==> src/rtl/mux_rr_arbiter.sv <==
// Round-robin arbiter driving the select lines of a shared 4:1 single-bit mux.
// Define MUX_ARB_TIMEOUT_EN to force rotation after MAX_HOLD consecutive grant cycles.
module mux_rr_arbiter #(
  parameter int unsigned GAP_CYCLES = 1,
  parameter int unsigned MAX_HOLD   = 8
) (
  input  logic       clk,
  input  logic       rst_n,
  input  logic [3:0] REQ,
  output logic [3:0] GNT,
  output logic       S1,
  output logic       S0,
  output logic       VALID
);

  localparam int unsigned GapW     = (GAP_CYCLES > 1) ? $clog2(GAP_CYCLES) : 1;
  localparam int unsigned HoldW    = (MAX_HOLD > 1) ? $clog2(MAX_HOLD) : 1;
  localparam int unsigned GapLast  = (GAP_CYCLES > 0) ? GAP_CYCLES - 1 : 0;
  localparam int unsigned HoldLast = (MAX_HOLD > 0) ? MAX_HOLD - 1 : 0;

  typedef enum logic [1:0] {StIdle, StGrant, StGap} state_e;

  state_e           state_q, state_d;
  logic [3:0]       gnt_q, gnt_d;
  logic [1:0]       sel_q, sel_d;
  logic             valid_q, valid_d;
  logic [1:0]       ptr_q, ptr_d;
  logic [HoldW-1:0] hold_q, hold_d;
  logic [GapW-1:0]  gap_q, gap_d;

  logic       arb_found;
  logic [1:0] arb_idx;
  logic [1:0] cand;
  logic       release_now;
  logic       forced;

  // First requester at or after the pointer, wrapping modulo 4.
  always_comb begin
    arb_found = 1'b0;
    arb_idx   = 2'd0;
    cand      = 2'd0;
    for (int k = 0; k < 4; k++) begin
      cand = ptr_q + 2'(k);
      if (!arb_found && REQ[cand]) begin
        arb_found = 1'b1;
        arb_idx   = cand;
      end
    end
  end

`ifdef MUX_ARB_TIMEOUT_EN
  // Only rotate away when someone else is actually waiting.
  assign forced = (hold_q == HoldW'(HoldLast)) && (|(REQ & ~gnt_q));
`else
  assign forced = 1'b0;
`endif

  assign release_now = !REQ[sel_q] || forced;

  always_comb begin
    state_d = state_q;
    gnt_d   = gnt_q;
    sel_d   = sel_q;
    valid_d = valid_q;
    ptr_d   = ptr_q;
    hold_d  = hold_q;
    gap_d   = gap_q;
    unique case (state_q)
      StIdle: begin
        if (arb_found) begin
          state_d = StGrant;
          gnt_d   = 4'b0001 << arb_idx;
          sel_d   = arb_idx;
          valid_d = 1'b1;
          ptr_d   = arb_idx + 2'd1;
          hold_d  = '0;
        end
      end
      StGrant: begin
        if (!release_now) begin
          if (hold_q != HoldW'(HoldLast)) hold_d = hold_q + 1'b1;
        end else if (GAP_CYCLES > 0) begin
          state_d = StGap;
          gnt_d   = 4'b0000;
          valid_d = 1'b0;
          gap_d   = '0;
        end else if (arb_found) begin
          // Direct handover; the pointer already skips past the old holder.
          state_d = StGrant;
          gnt_d   = 4'b0001 << arb_idx;
          sel_d   = arb_idx;
          valid_d = 1'b1;
          ptr_d   = arb_idx + 2'd1;
          hold_d  = '0;
        end else begin
          state_d = StIdle;
          gnt_d   = 4'b0000;
          valid_d = 1'b0;
        end
      end
      StGap: begin
        if (gap_q == GapW'(GapLast)) begin
          state_d = StIdle;
        end else begin
          gap_d = gap_q + 1'b1;
        end
      end
      default: begin
        state_d = StIdle;
        gnt_d   = 4'b0000;
        valid_d = 1'b0;
      end
    endcase
  end

  always_ff @(posedge clk) begin
    if (!rst_n) begin
      state_q <= StIdle;
      gnt_q   <= 4'b0000;
      sel_q   <= 2'd0;
      valid_q <= 1'b0;
      ptr_q   <= 2'd0;
      hold_q  <= '0;
      gap_q   <= '0;
    end else begin
      state_q <= state_d;
      gnt_q   <= gnt_d;
      sel_q   <= sel_d;
      valid_q <= valid_d;
      ptr_q   <= ptr_d;
      hold_q  <= hold_d;
      gap_q   <= gap_d;
    end
  end

  assign GNT   = gnt_q;
  assign S1    = sel_q[1];
  assign S0    = sel_q[0];
  assign VALID = valid_q;

endmodule
==> config.mk <==
export PLATFORM = sky130hd
export DESIGN_NAME = mux_rr_arbiter
export DESIGN_NICKNAME = d
export VERILOG_FILES = /design/src/rtl/mux_rr_arbiter.sv
export SDC_FILE = /design/constraint.sdc
export NUM_CORES = 1
export LEC_CHECK = 0
export ABC_AREA = 1
export CAP_MARGIN = 0
export CORE_UTILIZATION = 50
export DETAILED_ROUTE_END_ITERATION = 7
export PLACE_DENSITY = 0.75
export SYNTH_ARGS = -nofsm -noshare
export SYNTH_HDL_FRONTEND = slang
export SYNTH_SLANG_ARGS = --single-unit
==> constraint.sdc <==
create_clock -name clk -period 2.1 [get_ports clk]
set_clock_uncertainty 0.05 [all_clocks]
set_input_delay 0.42 -clock clk [delete_from_list [all_inputs] [get_ports clk]]
set_output_delay 0.42 -clock clk [all_outputs]
set_load 0.005 [all_outputs]
After elaboration in Yosys (flattened, before gate mapping)
Cells that the tools add are included.
{"block": "totals", "register_bits": 12, "out_inout_bits": 7, "elab_cells": 65}
{"block": "classes", "addsub": 5, "n_lt_le_gt_ge": 5, "eq_ne": 5, "n_shift": 1, "mux": 30, "n_bitwise": 1, "n_reduce_logical": 12}
{"op": "$lt 2x3->1 const B", "count": 5}
{"op": "$mux 2", "count": 7}
{"op": "$mux 1", "count": 12}
{"op": "$pmux 4 s3", "count": 1}
{"op": "$bmux 1 s2", "count": 5}
{"op": "$mux 4", "count": 2}
{"op": "$ne 2x2->1 const B", "count": 3}
{"op": "$pmux 2 s3", "count": 1}
{"op": "$reduce_and 3->1", "count": 2}
{"op": "$add 2x1->2 const B", "count": 2}
{"op": "$add 2x2->2 const B", "count": 2}
{"op": "$reduce_and 2->1", "count": 2}
{"op": "$shl 1x2->4 const A", "count": 1}
{"op": "$logic_and 1x1->1", "count": 3}
{"op": "$logic_not 1->1", "count": 3}
{"op": "$pmux 1 s3", "count": 1}
{"op": "$eq 2x1->1 const B", "count": 1}
{"op": "$eq 2x2->1 const B", "count": 1}
{"op": "$logic_not 2->1", "count": 1}
{"op": "$pmux 1 s2", "count": 1}
{"op": "$reduce_bool 2->1", "count": 1}
{"op": "$add 1x1->1 const B", "count": 1}
{"op": "$not 1->1", "count": 1}

Depth between registers and ports, before layout
{"block": "logic_depth", "word_depth": 15, "depth_mapped": 15, "mapped_depth_nobuf": 14}

Worst setup path after synthesis
Ideal clock, no wire load.
{"block": "synth_timing", "path_kind": "flip-flop to flip-flop", "startpoint": "reg ptr_q[0]", "endpoint": "reg ptr_q[1]", "arrival_ns": 1.521, "t_required_ns": 1.937, "setup_slack_ns": 0.417, "stages_incl_launch_ff": 14, "cell_sequence": "dfxtp_1 buf_6 inv_4 nand2_1 nand3_1 nand2_2 nor2_8 nand4_1 nand2_1 inv_1 ha_1 nand2_1 nand2_1 nor2_1"}
{"block": "synth_between", "elab_chain_cells": 13, "word_cells_on_any_way": 27, "classes_between": "add/sub (4); mux (16); reduce/logical (7)"}
{"item": "start, declared", "line_no": "27", "source": "logic [1:0] ptr_q, ptr_d;"}
{"item": "start signal, assigned", "line_no": "130", "source": "ptr_q <= ptr_d;"}
{"item": "parallel branches: the longest is 11 deep, another holds $add 2x1->2"}
{"item": "$mux 2 *", "line_no": "44", "source": "if (!arb_found && REQ[cand]) begin"}
{"item": "named net arb_idx[1]", "line_no": "32", "source": "logic [1:0] arb_idx;"}
{"item": "$add 2x1->2 *"}
Mark *: on every way through the listed nets, which the timed path passes. The select of a mux whose other input is x is not followed.
A chain may end at the register's enable or synchronous reset.

Worst setup path in the final report
{"block": "layout_timing", "startpoint": "in REQ[1]", "endpoint": "reg gnt_q[1], in the netlist GNT[1]"}
{"block": "layout_between", "elab_chain_cells": 15, "word_cells_on_any_way": 30, "classes_between": "eq/ne (2); shift (1); mux (20); reduce/logical (7)"}
{"item": "start, declared", "line_no": "9", "source": "input logic [3:0] REQ,"}
{"item": "$bmux 1 s2", "line_no": "44"}
{"item": "$mux 1 (implied by the code)", "line_no": "44"}
{"item": "$mux 1", "line_no": "44"}
{"item": "$logic_not 1->1", "line_no": "44"}
{"item": "$logic_and 1x1->1", "line_no": "44"}
{"item": "$mux 1", "line_no": "44"}
{"item": "$logic_not 1->1", "line_no": "44"}
{"item": "$logic_and 1x1->1", "line_no": "44"}
{"item": "$mux 1", "line_no": "44"}
{"item": "$logic_not 1->1", "line_no": "44"}
{"item": "$logic_and 1x1->1", "line_no": "44"}
{"item": "$mux 2", "line_no": "44"}
{"item": "$shl 1x2->4"}
{"item": "$mux 4", "line_no": "70", "source": "if (arb_found) begin"}
{"item": "$pmux 4 s3", "line_no": "68", "source": "unique case (state_q)"}
{"item": "end signal, assigned", "line_no": "127", "source": "gnt_q <= gnt_d;"}
{"item": "end, declared", "line_no": "24", "source": "logic [3:0] gnt_q, gnt_d;"}
Several ways; a longest one is shown, not always the timed one. The select of a mux whose other input is x is not followed.

==> summary.log <==
[floorplanning] row count 14
[placed_design] standard cell area after detailed placement 992 um^2
[detailed_routing] initial drt markers 15
[detailed_routing] wire length per cell after detailed routing 11.1 um
[pwr] PnR Total Power 1.72 mW
[yosys] post-synthesis share of cell area spent on full adders, half adders and majority gates 6.29%
[cells_and_area] post-route cell area 0.00109 mm^2
[yosys] combined area of all synthesized cells 796 um^2
[clocking] TritonCTS clock tree done
[floorplanning] die width 41.9 um
[detailed_routing] Detailed Route WL 1830 um
[detailed_routing] overall via count from detail_route 835
[detailed_routing] detail-routed via count per cell 5.06
[critical_path] R2R Setup Slk 0.17 ns
[yosys] share of the yosys chip area belonging to registers 27.7%
[clocking] Max clock buf depth 2
[status] result of the run complete, no violations
[grt] vias in the first global route 757
[critical_path] kind of launch point of the worst setup path input port
[timing] count of endpoints failing hold in the final timing report 0
[critical_path] series of cell instances along the critical path clkdlybuf4s50_1 > inv_1 > nand2_2 > nand3_2 > nand2_4 > nor2_8 > nand3_1 > nand3_1 > nand2_2 > buf_4 > ha_1 > nand3_1 > a21oi_2
[yosys] Synthesis Warnings 0
[critical_path] Crit path max-delay family simple AND/OR/NAND/NOR gates
[yosys] post-synthesis share of cell area spent on xor and xnor gates 0%
[critical_path] cell with the largest stage delay on the worst path sky130_fd_sc_hd__clkdlybuf4s50_1
[clocking] cell chosen for the clock root sky130_fd_sc_hd__clkbuf_4
[critical_path] arrival time at the worst endpoint 2.12 ns
[critical_path] CP max stage delay 0.43 ns
[yosys] Synth Area in Simple Gates 47.0%
[timing] Pins Over Slew Limit 0
[pwr] power per unit of standard cell area 1570 mW/mm^2
[pwr] Lkg Pwr 0.531 nW
[yosys] mean cell area of the mapped netlist 6.52 um^2
[yosys] compound-gate portion of the synthesized area 9.43%
[critical_path] peak fanout along the critical path 5
[grt] maximum number of pins on one net before global-route repair 10
[timing] Worst Setup Slack, final 0.0821 ns
[timing] count of endpoints failing setup in the final report 0
[cells_and_area] number of nets in the layout 160
[cells_and_area] fillers 126
[clocking] number of H-tree levels 1
[placed_design] pre-CTS WS -0.256 ns
[cells_and_area] highest-count cells in the layout ignoring fill and taps sky130_fd_sc_hd__nand2_1 (36), sky130_fd_sc_hd__clkdlybuf4s50_1 (12), sky130_fd_sc_hd__buf_4 (12)
[pwr] maximum VDD drop 0.000848 V
[clocking] clk sink count 11
[yosys] Mapped Nets 132
[timing] post-layout min period 2.02 ns
[timing] total negative slack for setup checks 0 ns
[floorplanning] area enclosed by the die boundary 0.00176 mm^2
[yosys] number of register bits inferred by synthesis 11
[cells_and_area] total inserted antenna cells 0
[cells_and_area] Core Util, Final 73.4%
[cells_and_area] commonest non-fill, non-tap cell in the layout sky130_fd_sc_hd__nand2_1
[detailed_routing] antenna viol nets, final 0
[timing] Worst-Margin Slew 0.457 ns
[yosys] mux share of post-synthesis cell area 0%
[critical_path] Critical Path End Type register
[critical_path] data required time at the worst endpoint 2.20 ns
[yosys] cells after synthesis 122
[detailed_routing] detailed-router iteration count before antenna repair 4
[clocking] Num CTS Buffers 3
[clocking] clock latency at the later pin of the worst-skew pair 0.27 ns
[critical_path] WP buf/inv 3
[critical_path] Crit Path Category in -> reg
[grt] wire length of the first global-routing pass 2950 um
[yosys] count of different cell masters after synthesis 19
[grt] number of antenna violations at the first check in global routing 0
[critical_path] most used cell along the critical path sky130_fd_sc_hd__nand3_1
[run] max-capacitance violation count 0
[floorplanning] IO Count 13
[min_path] Min-Delay Path Class reg -> reg
[yosys] largest family of logic cells by synthesized area simple AND/OR/NAND/NOR gates
[floorplanning] area of the core 0.00149 mm^2
[clocking] clock edge transition at the registers on the reported setup and hold paths 0.07 ns
[clocking] # hold bufs at CTS 0
[grt] GRT overflow 0
[floorplanning] die outline height 41.9 um
[detailed_routing] residual DRC count 0
[placed_design] sum of net half-perimeters after detailed placement 1370 um
[timing] Fmax achieved 496 MHz
[floorplanning] initial standard-cell utilization of the core 53.4%
[cells_and_area] area added between synthesis and finish 37.4%
[grt] global-route usage over all layers 22.0%
[cells_and_area] fraction of final layout cells sized beyond drive strength 1 30.9%
[placed_design] RD Place Congestion 0.917
[placed_design] # port buffers 12
[timing] final period utilization 96.1%
[timing] normalized max-slew margin 69.4%
==> sequential cells by signal, summed over array words and instances, names as in the netlist <==
register,cells
GNT,4
state_q,2
sel_q,2
VALID,1
ptr_q,2
==> cells in the mapped netlist, drive strengths merged <==
| master | count | area (um^2) |
|---|---|---|
| a21boi | 1 | 7.51 |
| buf | 1 | 11.3 |
| nor2 | 10 | 58.8 |
| nand2 | 50 | 220 |
| inv | 16 | 65.1 |
| nand3 | 14 | 82.6 |
| ha | 4 | 50.1 |
| o21ai | 3 | 15.0 |
| nand4 | 2 | 12.5 |
| o211ai | 1 | 7.51 |
| a21oi | 9 | 45.0 |
| dfxtp | 11 | 220 |
==> kinds of logic after synthesis <==
group	count (synthesis)
buf+inv	17
simple gates	76
flops	11
fa+ha+maj	4
compound gates	14
==> final timing paths <==
| check | from | to | depth (start not counted) |
|---|---|---|---|
| max | REQ[1] | GNT[1] | 13 |
| min | GNT[0] | GNT[0] | 2 |
| max reg2reg | ptr_q[1] | GNT[1] | 13 |
| min reg2reg | GNT[0] | GNT[0] | 2 |
==> per-layer routing <==
metal / vias to the layer above / global-route usage (%) / wire length (um) / part of all wire, %
met4: 0 / 11.6 / 19 / 1.0
met3: 2 / 1.30 / 28 / 1.5
met5: - / 0 / 0 / 0
met2: 6 / 37.5 / 953 / 52
li1: 444 / - / - / -
met1: 383 / 27.6 / 832 / 45
==> metrics by stage <==
step | hold slack [ns] | instances
finish | 0.418 | 165
global route | 0.442 | 165
CTS | 0.416 | 162
detailed placement | 0.405 | 158
global placement | 0.400 | 158
floorplan | 0.406 | 122
==> tightest hold or removal path, delay by kind of cell (launching register included) <==
family | cells | cell delay (ns)
flops | 1 | 0.31
simple gates | 1 | 0.06
compound gates | 1 | 0.05
==> cell type report <==
cell class              instances  area [um^2]  area share, %
flip-flops and latches         11          221           20.3
well taps                      16         20.0           1.83
clock buffers                   4         26.3           2.40
repair buffers                 24          210           19.2
inverters                      16         65.1           5.95
multi-input cells              94          551           50.3
==> power by group <==
part	internal [mW]	leakage, nW	switching, mW
sequential	0.292	0.0911	0.0733
clock	0.0735	0.0150	0.0700
combinational	0.525	0.425	0.683
total	0.891	0.531	0.827
==> repair_timing <==
item,in CTS,in global routing
hold endpoints to repair,0,0
setup buffers,0,3
setup endpoints to repair,0,5
resized for setup,0,17
No activity file was read; power rests on OpenSTA's default activity.
